$ cat config.mk
export PLATFORM = sky130hd
export DESIGN_NAME = lab3_2_sched_flat
export DESIGN_NICKNAME = d
export VERILOG_FILES = /design/src/rtl/lab3_2_sched_if.sv /design/src/rtl/lab3_2_sched.sv /design/src/flat_wrapper.sv
export SDC_FILE = /design/constraint.sdc
export NUM_CORES = 1
export LEC_CHECK = 0
export BUFFER_PORTS_ARGS = -buffer_cell sky130_fd_sc_hd__buf_2
export CORE_ASPECT_RATIO = 2
export CORE_MARGIN = 2
export CORE_UTILIZATION = 52
export DETAILED_ROUTE_END_ITERATION = 8
export GPL_ROUTABILITY_DRIVEN = 0
export PLACE_DENSITY_LB_ADDON = 0.12
export SYNTH_ARGS = -nofsm -noshare
export SYNTH_HDL_FRONTEND = slang
export SYNTH_SLANG_ARGS = --single-unit
export TNS_END_PERCENT = 20
$ cat constraint.sdc
create_clock -name CLK -period 3.2 [get_ports CLK]
set_input_delay 0.16 -clock CLK [delete_from_list [all_inputs] [get_ports CLK]]
set_output_delay 0.16 -clock CLK [all_outputs]
set_load 0.1 [all_outputs]
$ cat src/rtl/lab3_2_sched_if.sv
// Requester and response handshake bundle for lab3_2_sched.
// master = requester/consumer side, slave = scheduler side.
interface lab3_2_sched_if;
  logic       a_valid;
  logic       a_ready;
  logic [3:0] a_number;
  logic       a_selection;
  logic       a_mode;
  logic       a_blocked;

  logic       b_valid;
  logic       b_ready;
  logic [3:0] b_number;
  logic       b_selection;
  logic       b_mode;
  logic       b_blocked;

  logic       rsp_valid;
  logic       rsp_ready;
  logic       rsp_id;
  logic [7:0] rsp_digit1;
  logic [7:0] rsp_digit0;
  logic       rsp_warning;

  modport master (
    output a_valid, a_number, a_selection, a_mode,
    output b_valid, b_number, b_selection, b_mode,
    output rsp_ready,
    input  a_ready, a_blocked, b_ready, b_blocked,
    input  rsp_valid, rsp_id, rsp_digit1, rsp_digit0, rsp_warning
  );

  modport slave (
    input  a_valid, a_number, a_selection, a_mode,
    input  b_valid, b_number, b_selection, b_mode,
    input  rsp_ready,
    output a_ready, a_blocked, b_ready, b_blocked,
    output rsp_valid, rsp_id, rsp_digit1, rsp_digit0, rsp_warning
  );
endinterface

$ cat src/rtl/lab3_2_sched.sv
// Round-robin scheduler sharing one prime/non-prime digit datapath between
// requesters A and B, with clear sequencing and per-requester warning lockout.
module lab3_2_sched #(
  parameter int unsigned ERR_LIMIT = 3
) (
  input  logic       CLK,
  input  logic       clear_n,
  lab3_2_sched_if.slave bus,
  input  logic       clr_req,
  output logic       clr_done,
  output logic       dp_en,
  output logic       dp_clear,
  output logic       dp_selection,
  output logic       dp_mode,
  output logic [3:0] dp_number,
  input  logic [7:0] dp_digit1,
  input  logic [7:0] dp_digit0,
  input  logic       dp_warning
);

  typedef enum logic [2:0] {IDLE, ISSUE, CAPTURE, RESP, CLEAR} state_t;

  localparam logic [3:0] LIMIT = 4'(ERR_LIMIT);

  state_t     state, state_nx;

  logic       last_served;   // 0 = A, 1 = B
  logic       clr_latch;
  logic       clr_pend;
  logic       clr_done_q;

  logic       op_id;
  logic [3:0] op_num;
  logic       op_sel;
  logic       op_mode;

  logic [3:0] cnt_a, cnt_b;
  logic [3:0] cnt_cur, cnt_nx;
  logic       blk_a, blk_b;

  logic [7:0] rsp_d1, rsp_d0;
  logic       rsp_warn;
  logic       rsp_id_q;

  logic       elig_a, elig_b;
  logic       rdy_a, rdy_b;
  logic       take_a, take_b;
  logic       rsp_fire;

  assign clr_pend = clr_req | clr_latch;
  assign elig_a   = bus.a_valid & ~blk_a;
  assign elig_b   = bus.b_valid & ~blk_b;

  // A requester's ready never looks at its own valid, only at the other side's.
  always_comb begin
    rdy_a = 1'b0;
    rdy_b = 1'b0;
    if (state == IDLE && !clr_pend) begin
      rdy_a = ~blk_a & (~elig_b |  last_served);
      rdy_b = ~blk_b & (~elig_a | ~last_served);
    end
  end

  assign take_a   = bus.a_valid & rdy_a;
  assign take_b   = bus.b_valid & rdy_b;
  assign rsp_fire = (state == RESP) & bus.rsp_ready;

  // State register
  always_ff @(posedge CLK or negedge clear_n) begin
    if (!clear_n) state <= IDLE;
    else          state <= state_nx;
  end

  // Next-state logic
  always_comb begin
    state_nx = state;
    unique case (state)
      IDLE: begin
        if (clr_pend)              state_nx = CLEAR;
        else if (take_a || take_b) state_nx = ISSUE;
      end
      ISSUE:   state_nx = CAPTURE;
      CAPTURE: state_nx = RESP;
      RESP:    if (bus.rsp_ready) state_nx = IDLE;
      CLEAR:   state_nx = IDLE;
      default: state_nx = IDLE;
    endcase
  end

  // Output logic
  always_comb begin
    dp_en        = 1'b0;
    dp_clear     = 1'b0;
    dp_number    = '0;
    dp_selection = 1'b0;
    dp_mode      = 1'b0;
    unique case (state)
      ISSUE: begin
        dp_en        = 1'b1;
        dp_number    = op_num;
        dp_selection = op_sel;
        dp_mode      = op_mode;
      end
      CLEAR: begin
        dp_en    = 1'b1;
        dp_clear = 1'b1;
      end
      default: ;
    endcase
  end

  assign bus.a_ready     = rdy_a;
  assign bus.b_ready     = rdy_b;
  assign bus.a_blocked   = blk_a;
  assign bus.b_blocked   = blk_b;
  assign bus.rsp_valid   = (state == RESP);
  assign bus.rsp_id      = rsp_id_q;
  assign bus.rsp_digit1  = rsp_d1;
  assign bus.rsp_digit0  = rsp_d0;
  assign bus.rsp_warning = rsp_warn;
  assign clr_done        = clr_done_q;

  // Saturating consecutive-warning count for the op being captured.
  always_comb begin
    cnt_cur = op_id ? cnt_b : cnt_a;
    cnt_nx  = '0;
    if (dp_warning) cnt_nx = (cnt_cur >= LIMIT) ? LIMIT : cnt_cur + 4'd1;
  end

  always_ff @(posedge CLK or negedge clear_n) begin
    if (!clear_n) begin
      last_served <= 1'b1;
      clr_latch   <= 1'b0;
      clr_done_q  <= 1'b0;
      op_id       <= 1'b0;
      op_num      <= '0;
      op_sel      <= 1'b0;
      op_mode     <= 1'b0;
      cnt_a       <= '0;
      cnt_b       <= '0;
      blk_a       <= 1'b0;
      blk_b       <= 1'b0;
      rsp_d1      <= '0;
      rsp_d0      <= '0;
      rsp_warn    <= 1'b0;
      rsp_id_q    <= 1'b0;
    end else begin
      clr_done_q <= (state == CLEAR);

      if (state == IDLE && clr_pend) clr_latch <= 1'b0;
      else if (state != IDLE && clr_req) clr_latch <= 1'b1;

      if (take_a) begin
        op_id   <= 1'b0;
        op_num  <= bus.a_number;
        op_sel  <= bus.a_selection;
        op_mode <= bus.a_mode;
      end else if (take_b) begin
        op_id   <= 1'b1;
        op_num  <= bus.b_number;
        op_sel  <= bus.b_selection;
        op_mode <= bus.b_mode;
      end

      if (state == CAPTURE) begin
        rsp_d1   <= dp_digit1;
        rsp_d0   <= dp_digit0;
        rsp_warn <= dp_warning;
        rsp_id_q <= op_id;
        if (op_id) begin
          cnt_b <= cnt_nx;
          if (cnt_nx == LIMIT) blk_b <= 1'b1;
        end else begin
          cnt_a <= cnt_nx;
          if (cnt_nx == LIMIT) blk_a <= 1'b1;
        end
      end

      if (rsp_fire) last_served <= rsp_id_q;

      if (state == CLEAR) begin
        cnt_a <= '0;
        cnt_b <= '0;
        blk_a <= 1'b0;
        blk_b <= 1'b0;
      end
    end
  end

endmodule

$ cat src/flat_wrapper.sv
// flat-port wrapper written by rule: the top's interface ports become plain ports
module lab3_2_sched_flat 
#(
  parameter int unsigned ERR_LIMIT = 3
)
  (CLK, clear_n, clr_req, clr_done, dp_en, dp_clear, dp_selection, dp_mode, dp_number, dp_digit1, dp_digit0, dp_warning, bus_a_valid, bus_a_number, bus_a_selection, bus_a_mode, bus_b_valid, bus_b_number, bus_b_selection, bus_b_mode, bus_rsp_ready, bus_a_ready, bus_a_blocked, bus_b_ready, bus_b_blocked, bus_rsp_valid, bus_rsp_id, bus_rsp_digit1, bus_rsp_digit0, bus_rsp_warning);
  lab3_2_sched_if bus_i ();
  input  logic CLK;
  input  logic clear_n;
  input  logic clr_req;
  output logic clr_done;
  output logic dp_en;
  output logic dp_clear;
  output logic dp_selection;
  output logic dp_mode;
  output logic [3:0] dp_number;
  input  logic [7:0] dp_digit1;
  input  logic [7:0] dp_digit0;
  input  logic dp_warning;
  input wire logic [$bits(bus_i.a_valid)-1:0] bus_a_valid;
  input wire logic [$bits(bus_i.a_number)-1:0] bus_a_number;
  input wire logic [$bits(bus_i.a_selection)-1:0] bus_a_selection;
  input wire logic [$bits(bus_i.a_mode)-1:0] bus_a_mode;
  input wire logic [$bits(bus_i.b_valid)-1:0] bus_b_valid;
  input wire logic [$bits(bus_i.b_number)-1:0] bus_b_number;
  input wire logic [$bits(bus_i.b_selection)-1:0] bus_b_selection;
  input wire logic [$bits(bus_i.b_mode)-1:0] bus_b_mode;
  input wire logic [$bits(bus_i.rsp_ready)-1:0] bus_rsp_ready;
  output wire logic [$bits(bus_i.a_ready)-1:0] bus_a_ready;
  output wire logic [$bits(bus_i.a_blocked)-1:0] bus_a_blocked;
  output wire logic [$bits(bus_i.b_ready)-1:0] bus_b_ready;
  output wire logic [$bits(bus_i.b_blocked)-1:0] bus_b_blocked;
  output wire logic [$bits(bus_i.rsp_valid)-1:0] bus_rsp_valid;
  output wire logic [$bits(bus_i.rsp_id)-1:0] bus_rsp_id;
  output wire logic [$bits(bus_i.rsp_digit1)-1:0] bus_rsp_digit1;
  output wire logic [$bits(bus_i.rsp_digit0)-1:0] bus_rsp_digit0;
  output wire logic [$bits(bus_i.rsp_warning)-1:0] bus_rsp_warning;
  assign bus_i.a_valid = bus_a_valid;
  assign bus_i.a_number = bus_a_number;
  assign bus_i.a_selection = bus_a_selection;
  assign bus_i.a_mode = bus_a_mode;
  assign bus_i.b_valid = bus_b_valid;
  assign bus_i.b_number = bus_b_number;
  assign bus_i.b_selection = bus_b_selection;
  assign bus_i.b_mode = bus_b_mode;
  assign bus_i.rsp_ready = bus_rsp_ready;
  assign bus_a_ready = bus_i.a_ready;
  assign bus_a_blocked = bus_i.a_blocked;
  assign bus_b_ready = bus_i.b_ready;
  assign bus_b_blocked = bus_i.b_blocked;
  assign bus_rsp_valid = bus_i.rsp_valid;
  assign bus_rsp_id = bus_i.rsp_id;
  assign bus_rsp_digit1 = bus_i.rsp_digit1;
  assign bus_rsp_digit0 = bus_i.rsp_digit0;
  assign bus_rsp_warning = bus_i.rsp_warning;
  lab3_2_sched #(.ERR_LIMIT(ERR_LIMIT)) u_core (.CLK(CLK), .clear_n(clear_n), .bus(bus_i), .clr_req(clr_req), .clr_done(clr_done), .dp_en(dp_en), .dp_clear(dp_clear), .dp_selection(dp_selection), .dp_mode(dp_mode), .dp_number(dp_number), .dp_digit1(dp_digit1), .dp_digit0(dp_digit0), .dp_warning(dp_warning));
endmodule
# Word-level counts from Yosys, hierarchy flattened
# Cells that the tools add are included.
# Widths: inputs -> output; s select.
# totals
word_cells,96
regBits,41
output_inout_bits,32
in_bits,35
# op_classes
n_eq_ne,8
order_cmp,1
muxes,37
bitwise,15
n_reduce_logical,18
addsub,1
# op_table
op,count
$mux 4,12
$mux 1,21
$pmux 3 s4,1
$reduce_bool 2->1,5
$mux 3,3
$and 1x1->1,7
$eq 3x2->1 const B,2
$reduce_and 2->1,3
$reduce_and 3->1,2
$not 1->1,5
$add 4x1->4 const B,1
$eq 4x2->1 const B,1
$ge 4x2->1 const B,1
$ne 2x2->1 const B,2
$eq 3x1->1 const B,1
$eq 3x3->1 const B,1
$logic_and 1x1->1,3
$logic_not 3->1,1
$ne 3x1->1 const B,1
$or 1x1->1,3
$reduce_bool 3->1,1
$reduce_or 2->1,1
$logic_not 1->1,1
$logic_or 1x1->1,1

# Depth between registers and ports, before layout
# Gate-level depths: netlist (run 1).
# depth
word_depth,11
depth_mapped,6

# Worst setup path after synthesis (run 1)
# No wires, ideal clock.
# synth_timing
path_kind,reg2out
from,register u_core.blk_a (netlist: u_core.bus.a_blocked)
to,output bus_b_ready
path_buffers,0
path_stages_with_launch,3
arrival_ns,3.277
required_time_ns,3.040
slack_ns,-0.237
cell_sequence,dfrtp_1 -> and3b_1 -> nor3_1
# synth_via
elab_chain_cells,6
# synth_rtl
element,line_no,rtl
"start, declared",lab3_2_sched.sv:39,"logic blk_a, blk_b;"
"start signal, assigned",lab3_2_sched.sv:141,blk_a <= 1'b0;
"start signal, assigned",lab3_2_sched.sv:175,if (cnt_nx == LIMIT) blk_a <= 1'b1;
"start signal, assigned",lab3_2_sched.sv:184,blk_a <= 1'b0;
$not 1->1,lab3_2_sched.sv:51,assign elig_a = bus.a_valid & ~blk_a;
$and 1x1->1,lab3_2_sched.sv:51,
$not 1->1,lab3_2_sched.sv:60,rdy_b = ~blk_b & (~elig_a | ~last_served);
$or 1x1->1,lab3_2_sched.sv:60,
$and 1x1->1,lab3_2_sched.sv:60,
$mux 1,lab3_2_sched.sv:58,if (state == IDLE && !clr_pend) begin
"end, declared",flat_wrapper.sv:31,output wire logic [$bits(bus_i.b_ready)-1:0] bus_b_ready;
# Every way passes these cells.

# Worst setup path in the final report (run 1)
# layout_timing
from,register u_core.state[0]
to,register u_core.op_sel
# layout_via
elab_chain_cells,5
elab_cells_between_ends,8
cone_classes,mux (3); bitwise (2); reduce/logical (3)
# layout_rtl
element,line_no,rtl
"start, declared",lab3_2_sched.sv:25,"state_t state, state_nx;"
"start signal, assigned",lab3_2_sched.sv:71,else state <= state_nx;
$logic_not 3->1 *,lab3_2_sched.sv:58,
$logic_and 1x1->1 *,lab3_2_sched.sv:58,
$mux 1,lab3_2_sched.sv:58,
"$and 1x1->1, on equally long branches","lab3_2_sched.sv:64, lab3_2_sched.sv:65",
$mux 1 or $reduce_bool 2->1 (tied branches),-,
"end signal, assigned",lab3_2_sched.sv:156,op_sel <= bus.a_selection;
"end signal, assigned",lab3_2_sched.sv:161,op_sel <= bus.b_selection;
"end, declared",lab3_2_sched.sv:34,logic op_sel;
# Every way passes the cells marked *; elsewhere a longest branch is shown, timed or not.
# A chain may end at the register's enable or synchronous reset.

==> out/metrics.cfg, run 1 <==
[outcome]
status=complete, but fails checks
violations=negative hold slack

[critical_path]
cp-end-kind=flop
timing.rr.end=u_core.op_sel
reg2reg_depth=4
crit_top_cell=mux2_1
path_class=reg2reg
path_buf_inv=0
critPathRequiredTime_ns=3.38
regToRegSetupSlack_ns=1.07
r2r_start=u_core.state[0]
cp_max_fo=8
cp-endpoint=u_core.op_sel
worstPathArrival_ns=2.30
path_cells=or3_4 > nor4_4 > mux2_1 > mux2_1
cp_slowest_stage_delay_ns=0.47
cp.depth=4
crit_family=simple AND/OR/NAND/NOR gates
critical_path.startpoint=u_core.state[0]
cpMaxStageDelayCell=nor4_4
critPathLaunchType=flop

[global_route]
antenna_found_initial=0
first_global_vias=1487
grt_pass1_wl_mm=6.361
grt_max_degree=42
grt-ovfl-total=0
globalRouteTotalUtil_pct=21.95

[cts]
cts_tree=built
postCtsHoldBufs=0
cts_setup_buffers=0
clkTransAtPathRegs_ns=0.08
cts_resized=0
cts_root_buf=clkbuf_8
clkSinkCount=41
htreeDepth=2
insertion_delay_ns=0.29
cts_buffer_depth=2
cts_buffers=5

[synthesis]
yosys.area.top_type=dfrtp_1
syn_nets=216
avgSynthCellArea_um2=10.09
yosysSeqAreaShare_pct=56.58
synth_top_area_share_pct=55.13
postSynthCellCount=180
yosysUniqueCellTypes=28
synth_ff_type=dfrtp_1
async_flop_share_pct=100.0
synth-edff-count=0
yosys_warnings=0
netlist_area_mm2=0.001815
synth_area_leaders=dfrtp_1 (55%), nand2_1 (12%), a22o_1 (2.4%)
synth-seq-cells=41

[timing]
setup_viol=0
worst_pin_slew_ns=0.8824
fin_crit_sh_pct=66.43
rsz0062_at_grt=no
slew_headroom_pct=41.17
hold_viol_final=22
min_period_ns=2.126
drv_slew=0
fin_hold_ws_ns=-0.01294
layout_setup_ws_ns=1.074
finClkSkew_ns=0.008950
fmax_mhz=470.4

[route]
drt_pass1_iterations=4
via_count=1515
drt-vias-per-instance=5.372
drt-total-wl_mm=3.840
drt_iter0_drc=12
ant_nets=0
drc=0
wl_per_cell_um=13.62

[die]
start_util_pct=53.74
die_x_um=45.78
fp.dieArea_mm2=0.004009
die-height_um=87.56
io-pin-count=67
coreArea_mm2=0.003378
rows=30

[min_path]
hold_path.class=in2async

[place]
io_buffers=66
pre_cts_ws_ns=1.064
dpl_cell_area_mm2=0.002185
dpl.hpwl_mm=2.929

[final_layout]
nNetsFinal=285
finalInstanceArea_mm2=0.002301
nFillCells=291
antenna_cells=0
syn2layout_area_growth_pct=26.74
drive_gt1_share_pct=34.40

[job]
cap_viol_max_count=0

[area by class of cell]
cell class / count / area, um2 / area share [%]
timing repair buffer: 67 / 337.8 / 14.68
tap: 32 / 40.04 / 1.740
clock buffer: 7 / 86.33 / 3.752
clock inverter: 1 / 30.03 / 1.305
inverter: 2 / 7.507 / 0.3263
multi-input combinational: 132 / 772.0 / 33.55
sequential: 41 / 1027 / 44.64
[through the flow]
step / setup TNS (ns) / utilization (%) / instances
2_1_floorplan: -0.2140 / - / 180
3_3_place_gp: 0 / 64.67 / 274
3_5_place_dp: 0 / 64.67 / 274
4_1_cts: 0 / 68.11 / 282
5_1_grt: 0 / 68.11 / 282
6_report: 0 / 68.11 / 282
[state kept, by name (all words and copies together), names as in the netlist]
name / flops
u_core.bus.a_blocked: 1
u_core.bus.b_blocked: 1
u_core.bus.rsp_digit0: 8
u_core.bus.rsp_digit1: 8
u_core.bus.rsp_id: 1
u_core.bus.rsp_warning: 1
u_core.clr_done: 1
u_core.clr_latch: 1
u_core.cnt_a: 4
u_core.cnt_b: 4
u_core.last_served: 1
u_core.op_id: 1
u_core.op_mode: 1
u_core.op_num: 4
u_core.op_sel: 1
u_core.state: 3
[cells in the final DEF (no fill, tap or decap)]
cell type / count
ha_1: 1
nor2_1: 9
a21o_1: 5
clkbuf_1: 1
a21oi_1: 1
and3b_1: 2
buf_2: 66
a31oi_1: 1
nor3b_1: 2
nor4_4: 2
nor3_2: 1
buf_4: 1
or3b_2: 2
mux2_1: 2
mux2_2: 3
inv_1: 2
nor3b_2: 1
a32o_1: 2
or2_2: 1
a22o_1: 5
clkbuf_8: 6
a311oi_1: 4
bufinv_16: 1
or3_1: 2
nand2b_1: 5
nand3b_1: 1
nor3_1: 3
o21ai_0: 6
and3_1: 5
or3_4: 1
nand2_1: 58
dfrtp_1: 40
dfstp_2: 1
and2_1: 7
[synth_stat cells (4+ instances only)]
cell type / n
nand2_1: 58
dfrtp_1: 40
nor2_1: 9
and2_1: 7
o21ai_0: 6
a21o_1: 5
a22o_1: 5
and3_1: 5
clkbuf_1: 5
nand2b_1: 5
a311oi_1: 4
nor3_1: 4
[metal layers]
metal | GRT usage [%] | wire length (um) | vias up
li1 | - | - | 754
met1 | 22.04 | 1409 | 710
met2 | 40.85 | 2178 | 43
met3 | 3.918 | 146 | 8
met4 | 10.13 | 106 | 0
met5 | 0 | 0 | -
[how the worst min path moves through the flow]
stage | end | slack (ns)
floorplan | u_core.bus.a_blocked | -0.14
global placement | u_core.op_num[1] | 0.33
detailed placement | u_core.op_num[1] | 0.34
CTS | u_core.op_num[1] | 0.02
global route | u_core.op_num[1] | 0.06
finish | u_core.op_num[1] | -0.01
[kinds of logic after synthesis]
group | after synthesis | synth area share, %
compound gates | 24 | 9.786
fa+ha+maj | 1 | 0.6891
buf+inv | 7 | 1.448
flops | 41 | 56.58
mux | 5 | 3.101
simple gates | 102 | 28.39
Power of run 1 is not shown: default switching activity piles up to over one toggle a cycle in this logic, so the estimate is an artifact.
==> inputs of run 2 (changes only) <==
--- a/config.mk
+++ b/config.mk
@@ -8,7 +8,7 @@
 export BUFFER_PORTS_ARGS = -buffer_cell sky130_fd_sc_hd__buf_2
 export CORE_ASPECT_RATIO = 2
 export CORE_MARGIN = 2
-export CORE_UTILIZATION = 52
+export CORE_UTILIZATION = 44
 export DETAILED_ROUTE_END_ITERATION = 8
 export GPL_ROUTABILITY_DRIVEN = 0
 export PLACE_DENSITY_LB_ADDON = 0.12
==> constraint.sdc (replaced) <==
create_clock -name CLK -period 1.7 [get_ports CLK]
set_input_delay 0.085 -clock CLK [delete_from_list [all_inputs] [get_ports CLK]]
set_output_delay 0.085 -clock CLK [all_outputs]
set_load 0.1 [all_outputs]
==> run 2 against run 1 <==
  * Setup slack got worse by 1.2 ns
  * Final cell count is 21% higher
  * Count of clock-buffer cells in the layout unchanged
  * Clock skew is 0.0012 ns lower
  * Fmax is 17% higher
  * Worst hold slack improved by 0.053 ns
  * Global-route usage up 0.76 points
  * Largest cell class unchanged
  * Critical path depth unchanged
  * Highest routed layer unchanged
  * Routed wire length up 28%
  * Sequential share of layout area down 9.4 points
  * The run ends with negative setup slack left
  * Register-to-register slack got worse by 1.2 ns
  * First-iteration DRC count rose by 50%
==> out/metrics.cfg, run 2 (synthesis gave the netlist of run 1 again) <==
[route]
drt_pass1_iterations=4  ; unchanged
drt-total-wl_mm=4.910  ; +28%
ant_nets=0  ; unchanged
drc=0  ; unchanged
wl_per_cell_um=14.36  ; +5.4%
drt-vias-per-instance=5.032  ; -6.3%
drt_iter0_drc=18  ; +6
via_count=1721  ; +14%

[cts]
clkTransAtPathRegs_ns=0.08  ; about the same
cts_buffer_depth=2  ; unchanged
cts_buffers=5  ; unchanged
cts_tree=built
clkSinkCount=41  ; unchanged
cts_root_buf=clkbuf_8
insertion_delay_ns=0.29  ; about the same
htreeDepth=2  ; unchanged

[place]
dpl.hpwl_mm=3.612  ; +23%
io_buffers=66  ; unchanged
dpl_cell_area_mm2=0.002555  ; +17%

[global_route]
grt-ovfl-total=0  ; unchanged
grt_pass1_wl_mm=7.962  ; +25%
antenna_found_initial=0  ; unchanged
globalRouteTotalUtil_pct=22.71  ; +0.76 points
first_global_vias=1811  ; +22%
grt_max_degree=26  ; -38%

[final_layout]
syn2layout_area_growth_pct=61.82
final_common_cell=nand2_1
finalInstanceArea_mm2=0.002938  ; +28%
final_cell_mix=nand2_1 (57), buf_2 (56), dfrtp_1 (37)
drive_gt1_share_pct=43.79  ; +9.4 points
nNetsFinal=325  ; +14%
antenna_cells=0  ; unchanged

[critical_path]
reg2reg_depth=4  ; unchanged
cp-end-kind=flop
critPathRequiredTime_ns=1.88  ; -1.50 ns
cp_max_fo=2  ; -6
r2r_start=u_core.state[2]
regToRegSetupSlack_ns=-0.12  ; -1.19 ns
timing.rr.end=u_core.op_sel
path_class=reg2reg
worstPathArrival_ns=2.00  ; -0.30 ns
critPathLaunchType=flop

[die]
start_util_pct=44.87  ; -8.9 points
coreArea_mm2=0.004046  ; +20%
fp.dieArea_mm2=0.004687  ; +17%
rows=33  ; +10%
io-pin-count=67  ; unchanged
die_x_um=49.42  ; +8.0%
die-height_um=94.84  ; +8.3%

[timing]
drv_slew=0  ; unchanged
rsz0062_at_grt=yes
worst_pin_slew_ns=0.5072  ; -0.3752 ns
hold_viol_final=0  ; -100%
setup_viol=6  ; +6
layout_setup_ws_ns=-0.1172  ; -1.192 ns
slew_headroom_pct=66.42  ; +25 points
fmax_mhz=550.3  ; +17%
min_period_ns=1.817  ; -0.3085 ns
finClkSkew_ns=0.007799  ; -0.001150 ns
fin_crit_sh_pct=106.9  ; +40 points

[min_path]
hold_depth=2
holdPathEnd=u_core.op_sel
hold_path.class=in2reg
hp-start=bus_a_selection

[job]
cap_viol_max_count=0  ; unchanged

[outcome]
violations=negative setup slack
status=complete, but fails checks

run 2: through the flow:
stage	utilization, %	hold WS, ns	cells	TNS (ns)	setup WS, ns
after global routing	72.60	0.04164	342	-0.8749	-0.1495
after detailed placement	63.14	0.03959	315	-0.6973	-0.1470
after CTS	70.90	0.02925	341	-0.2442	-0.1002
after floorplan	-	-0.2106	180	-1.101	-0.2869
after global placement	63.14	0.04170	315	-0.5675	-0.08783
final	72.60	0.04024	342	-0.3150	-0.1172
run 2: cell type report:
| cell class | count | area [um2] |
|---|---|---|
| fill | 329 | 1109 |
| sequential | 41 | 1036 |
| multi-input combinational | 132 | 869.6 |
| clock inverter | 1 | 30.03 |
| inverter | 2 | 7.507 |
| timing repair buffer | 107 | 843.3 |
| tap | 52 | 65.06 |
| clock buffer | 7 | 86.33 |
run 2: metal layers:
layer | track usage, % | vias to the layer above | wire, um
li1 | - | 828 | -
met1 | 21.80 | 833 | 1696
met2 | 45.05 | 50 | 2893
met3 | 3.323 | 10 | 180
met4 | 11.57 | 0 | 140
met5 | 0 | - | 0
run 2: critical path, stage by stage, from the launching register on:
cell	delay, ns
dfrtp_1	0.38
or3_4	0.41
nor4_4	0.33
mux2_4	0.33
mux2_4	0.26
run 2: what timing repair did:
item,4_1_cts,5_1_grt
gates resized for setup,8,15
setup endpoints to repair,15,18
endpoints found under the hold margin,32,0
pin swaps,1,2
hold buffers,17,0
setup buffers,1,1
run 2: worst max-delay path by stage:
stage | from | to | slack, ns | cells after the start
after global routing | u_core.state[2] | u_core.op_sel | -0.15 | 4
after detailed placement | u_core.op_id | u_core.bus.a_blocked | -0.15 | 5
final | u_core.state[2] | u_core.op_sel | -0.12 | 4
after CTS | u_core.state[0] | u_core.op_sel | -0.10 | 4
after floorplan | u_core.state[0] | u_core.op_sel | -0.29 | 4
after global placement | u_core.state[0] | u_core.op_sel | -0.09 | 4
Power of run 2 is left out for the same reason.
